`src/rtl/j17_sequencer_if.sv`:
```
// Control and status bundle between the J17 sequencer and its datapath/program memory.
// The sequencer side uses master; the datapath side (or a bench) uses slave.
interface j17_sequencer_if;
   logic        run;
   logic        step;
   logic [31:0] instr;
   logic [31:0] pc;
   logic [4:0]  alucode;
   logic        flag;
   logic        flag1;
   logic [2:0]  op1;
   logic [20:0] op2;
   logic        imControl;
   logic [4:0]  pcControl;
   logic        writecode;
   logic [1:0]  stackSelect;
   logic        dp_en;
   logic        halted;
   logic        err;
   logic [31:0] retired;

   modport master (
      input  run, step, instr, pc,
      output alucode, flag, flag1, op1, op2, imControl, pcControl, writecode,
             stackSelect, dp_en, halted, err, retired
   );

   modport slave (
      output run, step, instr, pc,
      input  alucode, flag, flag1, op1, op2, imControl, pcControl, writecode,
             stackSelect, dp_en, halted, err, retired
   );
endinterface

```
`src/rtl/j17_sequencer.sv`:
```
// J17 fetch/decode/execute controller: latches the instruction word, decodes it into registered
// datapath controls, and issues one dp_en strobe per instruction (stretched for mul/div/mod).
module j17_sequencer #(
   parameter int PROG_DEPTH    = 38,
   parameter int MULDIV_CYCLES = 4
) (
   input logic             clock,
   input logic             reset,
   j17_sequencer_if.master bus
);
   typedef enum logic [2:0] {IDLE, FETCH, DECODE, WAIT, EXEC, HALT} state_t;

   localparam int          CW    = (MULDIV_CYCLES > 1) ? $clog2(MULDIV_CYCLES) : 1;
   localparam logic [31:0] DEPTH = 32'(PROG_DEPTH);

   state_t        state, state_nx;
   logic [31:0]   ir;
   logic [2:0]    step_sync;
   logic          step_rise;
   logic [CW-1:0] wait_cnt;
   logic          wait_done;
   logic [4:0]    opc;
   logic          load_ir, load_ctl, set_err;

   logic [4:0]  d_alu, d_pcc;
   logic        d_wc;
   logic [1:0]  d_stk;

   logic [4:0]  alucode_q, pcControl_q;
   logic        flag_q, flag1_q, imControl_q, writecode_q, err_q;
   logic [2:0]  op1_q;
   logic [20:0] op2_q;
   logic [1:0]  stackSelect_q;
   logic [31:0] retired_q;

   assign opc       = ir[31:27];
   // Two synchroniser flops, the third only remembers the previous level for edge detection.
   assign step_rise = step_sync[1] & ~step_sync[2];
   assign wait_done = (int'(wait_cnt) == MULDIV_CYCLES - 1);

   always_ff @(posedge clock) begin
      if (reset) begin
         state     <= IDLE;
         step_sync <= '0;
         wait_cnt  <= '0;
         ir        <= '0;
         err_q     <= 1'b0;
         retired_q <= '0;
      end else begin
         state     <= state_nx;
         step_sync <= {step_sync[1:0], bus.step};
         wait_cnt  <= (state == WAIT) ? wait_cnt + 1'b1 : '0;
         if (load_ir) ir <= bus.instr;
         if (set_err) err_q <= 1'b1;
         if (state == EXEC) retired_q <= retired_q + 32'd1;
      end
   end

   always_comb begin
      state_nx = state;
      load_ir  = 1'b0;
      load_ctl = 1'b0;
      set_err  = 1'b0;
      case (state)
         IDLE:   if (bus.run || step_rise) state_nx = FETCH;
         FETCH: begin
            if (bus.pc >= DEPTH) begin
               state_nx = HALT;
               set_err  = 1'b1;
            end else begin
               load_ir  = 1'b1;
               state_nx = DECODE;
            end
         end
         DECODE: begin
            load_ctl = 1'b1;
            if (opc == 5'd31) begin
               state_nx = HALT;
            end else if (opc >= 5'd24) begin
               state_nx = HALT;
               set_err  = 1'b1;
            end else if ((opc == 5'd3 || opc == 5'd4 || opc == 5'd5) && MULDIV_CYCLES > 0) begin
               state_nx = WAIT;
            end else begin
               state_nx = EXEC;
            end
         end
         WAIT:   if (wait_done) state_nx = EXEC;
         EXEC:   state_nx = bus.run ? FETCH : IDLE;
         HALT:   state_nx = HALT;
         default: state_nx = IDLE;
      endcase
   end

   always_comb begin
      d_alu = '0;
      d_pcc = '0;
      d_wc  = 1'b0;
      d_stk = '0;
      if (opc == 5'd0)       d_wc  = 1'b1;
      else if (opc <= 5'd11) d_alu = opc;
      else if (opc <= 5'd21) d_pcc = opc - 5'd11;
      else if (opc == 5'd22) d_stk = 2'd1;
      else if (opc == 5'd23) d_stk = 2'd2;
   end

   // Controls only change in DECODE so they stay stable through WAIT/EXEC and idle periods.
   always_ff @(posedge clock) begin
      if (reset) begin
         alucode_q     <= '0;
         pcControl_q   <= '0;
         writecode_q   <= 1'b0;
         stackSelect_q <= '0;
         flag_q        <= 1'b0;
         flag1_q       <= 1'b0;
         imControl_q   <= 1'b0;
         op1_q         <= '0;
         op2_q         <= '0;
      end else if (load_ctl) begin
         alucode_q     <= d_alu;
         pcControl_q   <= d_pcc;
         writecode_q   <= d_wc;
         stackSelect_q <= d_stk;
         flag_q        <= ir[26];
         flag1_q       <= ir[25];
         imControl_q   <= ir[24];
         op1_q         <= ir[23:21];
         op2_q         <= ir[20:0];
      end
   end

   assign bus.alucode     = alucode_q;
   assign bus.pcControl   = pcControl_q;
   assign bus.writecode   = writecode_q;
   assign bus.stackSelect = stackSelect_q;
   assign bus.flag        = flag_q;
   assign bus.flag1       = flag1_q;
   assign bus.imControl   = imControl_q;
   assign bus.op1         = op1_q;
   assign bus.op2         = op2_q;
   assign bus.dp_en       = (state == EXEC) && !reset;
   assign bus.halted      = (state == HALT);
   assign bus.err         = err_q;
   assign bus.retired     = retired_q;
endmodule

```
`src/flat_wrapper.sv`:
```
// flat-port wrapper written by rule: the top's interface ports become plain ports
module j17_sequencer_flat 
#(
   parameter int PROG_DEPTH    = 38,
   parameter int MULDIV_CYCLES = 4
)
  (clock, reset, bus_run, bus_step, bus_instr, bus_pc, bus_alucode, bus_flag, bus_flag1, bus_op1, bus_op2, bus_imControl, bus_pcControl, bus_writecode, bus_stackSelect, bus_dp_en, bus_halted, bus_err, bus_retired);
  j17_sequencer_if bus_i ();
  input logic clock;
  input logic reset;
  input wire logic [$bits(bus_i.run)-1:0] bus_run;
  input wire logic [$bits(bus_i.step)-1:0] bus_step;
  input wire logic [$bits(bus_i.instr)-1:0] bus_instr;
  input wire logic [$bits(bus_i.pc)-1:0] bus_pc;
  output wire logic [$bits(bus_i.alucode)-1:0] bus_alucode;
  output wire logic [$bits(bus_i.flag)-1:0] bus_flag;
  output wire logic [$bits(bus_i.flag1)-1:0] bus_flag1;
  output wire logic [$bits(bus_i.op1)-1:0] bus_op1;
  output wire logic [$bits(bus_i.op2)-1:0] bus_op2;
  output wire logic [$bits(bus_i.imControl)-1:0] bus_imControl;
  output wire logic [$bits(bus_i.pcControl)-1:0] bus_pcControl;
  output wire logic [$bits(bus_i.writecode)-1:0] bus_writecode;
  output wire logic [$bits(bus_i.stackSelect)-1:0] bus_stackSelect;
  output wire logic [$bits(bus_i.dp_en)-1:0] bus_dp_en;
  output wire logic [$bits(bus_i.halted)-1:0] bus_halted;
  output wire logic [$bits(bus_i.err)-1:0] bus_err;
  output wire logic [$bits(bus_i.retired)-1:0] bus_retired;
  assign bus_i.run = bus_run;
  assign bus_i.step = bus_step;
  assign bus_i.instr = bus_instr;
  assign bus_i.pc = bus_pc;
  assign bus_alucode = bus_i.alucode;
  assign bus_flag = bus_i.flag;
  assign bus_flag1 = bus_i.flag1;
  assign bus_op1 = bus_i.op1;
  assign bus_op2 = bus_i.op2;
  assign bus_imControl = bus_i.imControl;
  assign bus_pcControl = bus_i.pcControl;
  assign bus_writecode = bus_i.writecode;
  assign bus_stackSelect = bus_i.stackSelect;
  assign bus_dp_en = bus_i.dp_en;
  assign bus_halted = bus_i.halted;
  assign bus_err = bus_i.err;
  assign bus_retired = bus_i.retired;
  j17_sequencer #(.PROG_DEPTH(PROG_DEPTH), .MULDIV_CYCLES(MULDIV_CYCLES)) u_core (.clock(clock), .reset(reset), .bus(bus_i));
endmodule
```
`config.mk`:
```
export PLATFORM = sky130hd
export DESIGN_NAME = j17_sequencer_flat
export DESIGN_NICKNAME = d
export VERILOG_FILES = /design/src/rtl/j17_sequencer_if.sv /design/src/rtl/j17_sequencer.sv /design/src/flat_wrapper.sv
export SDC_FILE = /design/constraint.sdc
export NUM_CORES = 1
export LEC_CHECK = 0
export ABC_CLOCK_PERIOD_IN_PS = 5650
export CAP_MARGIN = 20
export CORE_MARGIN = 5
export CORE_UTILIZATION = 51
export DETAILED_ROUTE_END_ITERATION = 8
export GPL_ROUTABILITY_DRIVEN = 0
export GPL_TIMING_DRIVEN = 0
export PLACE_DENSITY_LB_ADDON = 0.08
export SLEW_MARGIN = 5
export SYNTH_ARGS = -nofsm -noshare
export SYNTH_HDL_FRONTEND = slang
export SYNTH_SLANG_ARGS = --single-unit
```
`constraint.sdc`:
```
create_clock -name clock -period 5.65 [get_ports clock]
set_input_delay 0.8475 -clock clock [delete_from_list [all_inputs] [get_ports clock]]
set_output_delay 0.8475 -clock clock [all_outputs]
set_load 0.01 [all_outputs]
```
# Word level (Yosys, flattened, before mapping)
# Index checks and enable logic that the tools add are counted.
word_totals:
  register_bits: 113
  out_inout_bits: 75
  elab_cells: 74
classes:
  addsub: 3
  magnitude_cmp: 4
  eq_ne: 14
  mux: 26
  bitwise: 3
  n_reduce_logical: 9
ops:
  columns: ["operator", "count"]
  rows:
  - ["$add A32 B1 Y32 const B", 1]
  - ["$ge A32 B6 Y1 const B", 1]
  - ["$mux W5", 5]
  - ["$mux W3", 6]
  - ["$pmux W3 S6", 1]
  - ["$eq A5 B5 Y1 const B", 3]
  - ["$eq A5 B3 Y1 const B", 2]
  - ["$mux W2", 5]
  - ["$mux W1", 8]
  - ["$eq A3 B2 Y1 const B", 2]
  - ["$eq A3 B3 Y1 const B", 2]
  - ["$eq A5 B2 Y1 const B", 1]
  - ["$ge A5 B5 Y1 const B", 1]
  - ["$le A5 B4 Y1 const B", 1]
  - ["$le A5 B5 Y1 const B", 1]
  - ["$logic_not A5 Y1", 1]
  - ["$sub A5 B4 Y5 const B", 1]
  - ["$ne A2 B1 Y1 const B", 2]
  - ["$eq A3 B1 Y1 const B", 1]
  - ["$logic_not A3 Y1", 1]
  - ["$logic_or A1 B1 Y1", 3]
  - ["$add A2 B1 Y2 const B", 1]
  - ["$eq A2 B1 Y1 const B", 1]
  - ["$not A1 Y1", 2]
  - ["6 further kinds", 6]

# Logic depth before layout (Yosys ltp)
# Gate-level depths: netlist of the first run.
logic_depth:
  ltp_word: 7
  ltp_mapped: 7

# Least setup slack after synthesis of the first run
# Ideal clock, no wire load.
synth_timing:
  path_kind: "input port to output port"
  startpoint: "in reset"
  endpoint: "out bus_dp_en"
  arrival_ps: 1496
  path_slack_ps: 3306
  path_stages: 3
  path_cell_list: "clkbuf_1 > clkbuf_1 > nor2_1"
synth_between:
  elab_chain_cells: 2
synth_lines:
  columns: ["element", "line", "text"]
  rows:
  - ["from (decl)", "flat_wrapper.sv:10", "input logic reset;"]
  - ["$logic_not A1 Y1", "j17_sequencer.sv:141", "assign bus.dp_en = (state == EXEC) && !reset;"]
  - ["$logic_and A1 B1 Y1", "j17_sequencer.sv:141", null]
  - ["to (decl)", "flat_wrapper.sv:24", "output wire logic [$bits(bus_i.dp_en)-1:0] bus_dp_en;"]
# No other way between the ends.

# Worst setup path after layout of the first run
# Ends and elaborated chain as after synthesis.

==> metrics, run 1 <==
critical path launch point=reset; worst-case clock buffer depth=2; Worst setup EP type=output port; Required @ worst endpoint=4.80 ns; Finished Cell Area=7150 um^2; DRT Pass-1 Iters=6; PwrDens=around 290 nW/um^2; I/O Buffers=roughly 140; htree depth=4; commonest non-fill, non-tap cell in the layout=clkdlybuf4s50_1; hold slack=0.425 ns; total die area=11,800 um^2; Final Cycle Share=0.680; Overflow after GRT=0; slew margin rel.=0.553; Max Freq=between 0.2 and 0.3 GHz; vias in the first global route=roughly 5,000; Mapped Area=roughly 5000 um^2; Worst Path Max Fanout=10; Cells after Synth=590; reg-to-reg critical path startpoint=u_core.state[1]$_SDFFE_PP0P_; status=complete, no violations; Leak=2.28 nW; Ports=roughly 140; drt total wl=15,300 um; final setup vio count=0; die height=approximately 110 um; highest-count cells in the layout ignoring fill and taps=clkdlybuf4s50_1 (141), dfxtp_1 (113), a21oi_1 (85); prevailing post-synth register cell=dfxtp_1; DRT antenna net count=0; sequential-to-total area share from yosys stat=0.455; CTS buffer count=17; first-pass GRT wire length=24,300 um; maximum VDD drop=slightly above 0.0002 V; ys async rst share=0; setup TNS=0 ns; DRC viols=0; DR WL/cell=about 17 um; post-synthesis area per instance=8.43 um^2; nets@finish=slightly above 800; number of synthesized flops with an enable pin=0; row cnt=36; largest net degree at the start of global routing=17; Critical Setup Path Class=in2out; crit path capture=bus_dp_en; Post-CTS Setup Repair Bufs=0; CTS Sinks=approximately 110; fin util=0.742; Max-Cap Viols=0; Post-DP HPWL=11,000 um; latest clock arrival within the worst-skew pair=about 0.5 ns; Tot GR Track Use=0.257; Initial DRC Count=415; clk_skew=between 0.009 and 0.01 ns; TritonCTS clock tree=yes; vias per cell=between 5 and 6; die width=about 110 um; CP Launch Type=primary input; Worst EP arrival=~3 ns; area grow syn2layout=43.7%; Resized cells post-CTS=0; Yosys reg bits=around 110; net count after synthesis=between 600 and 700; total number of vias=approximately 5,300; Worst-Margin Slew=between 0.6 and 0.7 ns; Worst-path clk slew=0.06 ns; final hold viol count=0; initial antenna violation count=0; starting density of the core=0.516; Synth warnings=0; final max-slew violation count=0; R2R Setup Slk=3.34 ns; FF-to-FF End=u_core.bus.retired[27]$_SDFFE_PP0N_; library cells used by synthesis=54; hold crit path type=reg2reg; minimum clock period=slightly below 4 ns; layout cells sized above 1=0.0591; RSZ-0062 raised after global routing=false; cells on worst reg2reg path=6; Core Box Area=9640 um^2; placed cell areas=approximately 6600 um^2; # hold bufs at CTS=0; clk root buf=clkbuf_8; Inserted Diodes=0
==> final cells by class <==
| cell class | count | area [um^2] |
|---|---|---|
| fill | 761 | 2490 |
| multi-input combinational | 417 | 2460 |
| sequential | 113 | 2260 |
| timing repair buffer | 141 | 1410 |
| clock buffer | 20 | 435 |
| buffer | 52 | 216 |
| tap | 133 | 166 |
| clock inverter | 10 | 161 |
| inverter | 8 | 30.0 |
==> report_power, final <==
part / switching (W) / leakage, nW / total (W) / internal (W)
registers: 0.00000777 / 0.911 / 0.000816 / 0.000808
logic: 0.000117 / 1.09 / 0.000205 / 0.0000875
clock network: 0.000358 / 0.283 / 0.00108 / 0.000721
==> state kept, by name, summed over array words and instances, names as in the netlist, 3 cells and up <==
register,count
u_core.bus.pcControl,5
u_core.bus.retired,32
u_core.ir,32
u_core.state,3
u_core.bus.op1,3
u_core.bus.alucode,5
u_core.bus.op2,21
u_core.step_sync,3
==> worst min path at each step <==
stage	startpoint	endpoint	slack, ns	cells after the start
6_report	u_core.wait_cnt[0]$_SDFF_PP0_	u_core.wait_cnt[0]$_SDFF_PP0_	0.42	1
5_1_grt	u_core.wait_cnt[0]$_SDFF_PP0_	u_core.wait_cnt[0]$_SDFF_PP0_	0.45	1
4_1_cts	u_core.wait_cnt[0]$_SDFF_PP0_	u_core.wait_cnt[0]$_SDFF_PP0_	0.42	1
3_5_place_dp	u_core.wait_cnt[0]$_SDFF_PP0_	u_core.wait_cnt[0]$_SDFF_PP0_	0.42	1
3_3_place_gp	u_core.wait_cnt[0]$_SDFF_PP0_	u_core.wait_cnt[0]$_SDFF_PP0_	0.41	1
2_1_floorplan	u_core.wait_cnt[0]$_SDFF_PP0_	u_core.wait_cnt[0]$_SDFF_PP0_	0.40	1
==> critical path, cell delays in order <==
cell	delay (ns)
clkdlybuf4s50_1	0.61
clkbuf_1	0.47
clkbuf_1	0.45
nor2_1	0.11
clkdlybuf4s50_1	0.50
==> metrics by stage <==
| step | total power (W) | std cells | worst slack (ns) |
|---|---|---|---|
| after floorplan | 0.000933 | 590 | 3.31 |
| after global routing | 0.00215 | 894 | 1.67 |
| after global placement | 0.00102 | 864 | 1.83 |
| final | 0.00210 | 894 | 1.81 |
| after CTS | 0.00210 | 894 | 1.79 |
| after detailed placement | 0.00103 | 864 | 1.84 |
==> cell families after synthesis <==
kind of cell | count (synthesis) | share of synthesized area
compound gates | 160 | 0.198
buf+inv | 60 | 0.0496
simple gates | 237 | 0.256
flops | 113 | 0.455
mux | 4 | 0.00906
fa+ha+maj | 6 | 0.0151
xor+xnor | 10 | 0.0176
==> Yosys cell counts, drive strengths merged, types with 3 or more instances <==
| cell type | count | area share |
|---|---|---|
| xor2 | 6 | 0.011 |
| nor2b | 10 | 0.013 |
| nor3b | 3 | 0.0055 |
| buf | 7 | 0.0096 |
| nand2b | 3 | 0.0038 |
| nor3 | 4 | 0.0040 |
| ha | 6 | 0.015 |
| nand4 | 44 | 0.055 |
| inv | 8 | 0.0060 |
| a22o | 4 | 0.0070 |
| o31ai | 46 | 0.069 |
| a21oi | 85 | 0.086 |
| nor2 | 28 | 0.021 |
| and4 | 7 | 0.012 |
| o21ai | 9 | 0.0091 |
| nand3 | 12 | 0.012 |
| xnor2 | 4 | 0.0070 |
| nor4 | 10 | 0.013 |
| or3 | 6 | 0.0075 |
| nand2 | 78 | 0.059 |
| mux2 | 4 | 0.0091 |
| a32oi | 3 | 0.0053 |
| dfxtp | 113 | 0.45 |
| clkbuf | 45 | 0.034 |
| or4 | 15 | 0.023 |
| and3 | 4 | 0.0050 |
| a211oi | 3 | 0.0055 |
==> metal layers <==
layer	part of all wire	vias up	wire length [um]	GRT usage
met1	0.43	2518	6640	0.328
met5	0	-	0	0
met4	0.018	0	269	0.0947
met2	0.49	250	7460	0.430
met3	0.061	33	941	0.0509
li1	-	2501	-	-
(Power assumes the default switching activity.)
==> run 2, diff against run 1 <==
--- a/config.mk
+++ b/config.mk
@@ -5,10 +5,10 @@
 export SDC_FILE = /design/constraint.sdc
 export NUM_CORES = 1
 export LEC_CHECK = 0
-export ABC_CLOCK_PERIOD_IN_PS = 5650
+export ABC_CLOCK_PERIOD_IN_PS = 3600
 export CAP_MARGIN = 20
 export CORE_MARGIN = 5
-export CORE_UTILIZATION = 51
+export CORE_UTILIZATION = 48
 export DETAILED_ROUTE_END_ITERATION = 8
 export GPL_ROUTABILITY_DRIVEN = 0
 export GPL_TIMING_DRIVEN = 0
==> constraint.sdc (replaced) <==
create_clock -name clock -period 3.6 [get_ports clock]
set_input_delay 0.54 -clock clock [delete_from_list [all_inputs] [get_ports clock]]
set_output_delay 0.54 -clock clock [all_outputs]
set_load 0.01 [all_outputs]
==> run 2 against run 1 <==
Against the previous run: routed wire length decreased by 2.0%; clock power rose by 69%; final cell count up 0.56%; setup slack got worse by 1.4 ns.
==> metrics, run 2 (synthesis gave the netlist of run 1 again) <==
status=complete, no violations; CP top delay family=buffers and inverters; Core Box Area=10,200 um^2 (+6.1%); Register Area=2260 um^2 (unchanged); vias per cell=5.81 (-2.1%); layout cells sized above 1=0.0642 (+0.00509); sequence of cells on the critical path=clkdlybuf4s50_1 -> clkbuf_1 -> clkbuf_1 -> nor2_1 -> clkdlybuf4s50_1; Overflow after GRT=0 (unchanged); Post-CTS Setup Repair Bufs=0 (unchanged); htree depth=4 (unchanged); RSZ-0062 raised after global routing=false; Worst-Margin Slew=0.772 ns (+0.101 ns); latest clock arrival within the worst-skew pair=0.52 ns (about the same); total number of vias=5,222 (-1.5%); crit-path max cell delay=0.60 ns (about the same); DRT antenna net count=0 (unchanged); hold crit path type=reg2reg; Power, Total=0.00341 W (+62%); slew margin rel.=0.478 (-0.0749); starting density of the core=0.486 (-0.0298); I/O Buffers=141 (unchanged); area grow syn2layout=44.6%; CP Buf/Inv Count=4 (unchanged); CP Launch Type=primary input; vias in the first global route=4,977 (-1.2%); Ports=143 (unchanged); Resized cells post-CTS=0 (unchanged); Max-Cap Viols=0 (unchanged); DRC viols=0 (unchanged); CTS Sinks=113 (unchanged); TritonCTS clock tree=yes; Tot GR Track Use=0.234 (-0.0229); Leak=2.31 nW (+1.3%); slowest CP cell=clkdlybuf4s50_1; clk root buf=clkbuf_8; cells on worst reg2reg path=6 (unchanged); fin util=0.703 (-0.0387); critical path depth=5 (unchanged); final setup vio count=0 (unchanged); largest net degree at the start of global routing=17 (unchanged); first-pass GRT wire length=24,300 um (+0.14%); final max-slew violation count=0 (unchanged); Max Freq=~0.31 GHz; Worst EP arrival=2.70 ns (-0.30 ns); drt total wl=15,000 um (-2.0%); Initial DRC Count=310 (-25%); Critical Setup Path Class=in2out; # fillers=849 (+12%); clk_skew=0.00704 ns (-0.00224 ns); initial antenna violation count=0 (unchanged); setup TNS=0 ns (unchanged); row cnt=37 (+2.8%); PwrDens=474 nW/um^2 (+61%); die height=112 um (+2.8%); maximum VDD drop=0.000345 V (+71%); # hold bufs at CTS=0 (unchanged); Hold Path Depth=1 (unchanged); commonest non-fill, non-tap cell in the layout=clkdlybuf4s50_1; highest-count cells in the layout ignoring fill and taps=clkdlybuf4s50_1 (141), dfxtp_1 (113), a21oi_1 (85); Inserted Diodes=0 (unchanged); DRT Pass-1 Iters=8 (+2); minimum clock period=3.24 ns; total die area=12,500 um^2 (+5.7%); DR WL/cell=16.7 um (-2.6%); reg-to-reg critical path startpoint=u_core.state[1]$_SDFFE_PP0P_; final hold viol count=0 (unchanged); Worst setup EP type=output port; worst-case clock buffer depth=2 (unchanged); Required @ worst endpoint=3.06 ns (-1.74 ns); Worst Path Max Fanout=10 (unchanged); CTS buffer count=17 (unchanged); critical path launch point=reset; Worst-path clk slew=0.06 ns (about the same); nets@finish=824 (unchanged); die width=112 um (+2.8%); area of the multi-input gates=2460 um^2 (unchanged); Post-DP HPWL=10,700 um (-2.1%); HP Start=u_core.wait_cnt[0]$_SDFF_PP0_; Final Cycle Share=0.899
==> run 2: changes by cell type in the layout (fill, tap and decap cells not counted), sizes merged <==
cell / delta
clkbuf: -3
clkinvlp: -3
inv: +8
==> run 2: layout make-up <==
| cell class | count | share of cell area |
|---|---|---|
| Buffer | 52 | 0.0301 |
| Clock buffer | 17 | 0.0576 |
| Clock inverter | 15 | 0.0308 |
| Inverter | 8 | 0.00418 |
| Multi-Input combinational cell | 417 | 0.343 |
| Sequential cell | 113 | 0.315 |
| Tap cell | 136 | 0.0237 |
| Timing Repair Buffer | 141 | 0.196 |
==> run 2: path summary, 6_finish.rpt <==
check	end	slack, ns
worst max-delay path	bus_dp_en	0.36
worst min-delay path	u_core.wait_cnt[0]$_SDFF_PP0_	0.43
worst min register to register	u_core.wait_cnt[0]$_SDFF_PP0_	0.43
worst max register to register	u_core.bus.retired[27]$_SDFFE_PP0N_	1.25
==> run 2: routing by layer <==
| layer | track usage | vias up | wire [um] |
|---|---|---|---|
| met5 | 0 | - | 0 |
| met1 | 0.303 | 2457 | 6540 |
| met4 | 0.0762 | 0 | 263 |
| met2 | 0.383 | 230 | 7130 |
| met3 | 0.0571 | 22 | 1070 |
| li1 | - | 2513 | - |
==> run 2: where the power goes <==
part	total [W]	internal (W)	switching [W]
sequential	0.00128	0.00127	0.0000115
combinational	0.000314	0.000137	0.000177
clock	0.00182	0.00115	0.000666
==> run 2: per-stage QoR <==
stage / hold WS [ns] / instance area [um^2] / instances / setup slack (ns)
2_1_floorplan: 0.399 / 4970 / 590 / 1.66
3_3_place_gp: 0.409 / 6560 / 867 / 0.346
3_5_place_dp: 0.414 / 6560 / 867 / 0.377
4_1_cts: 0.423 / 7190 / 899 / 0.364
5_1_grt: 0.445 / 7190 / 899 / 0.201
6_report: 0.430 / 7190 / 899 / 0.364
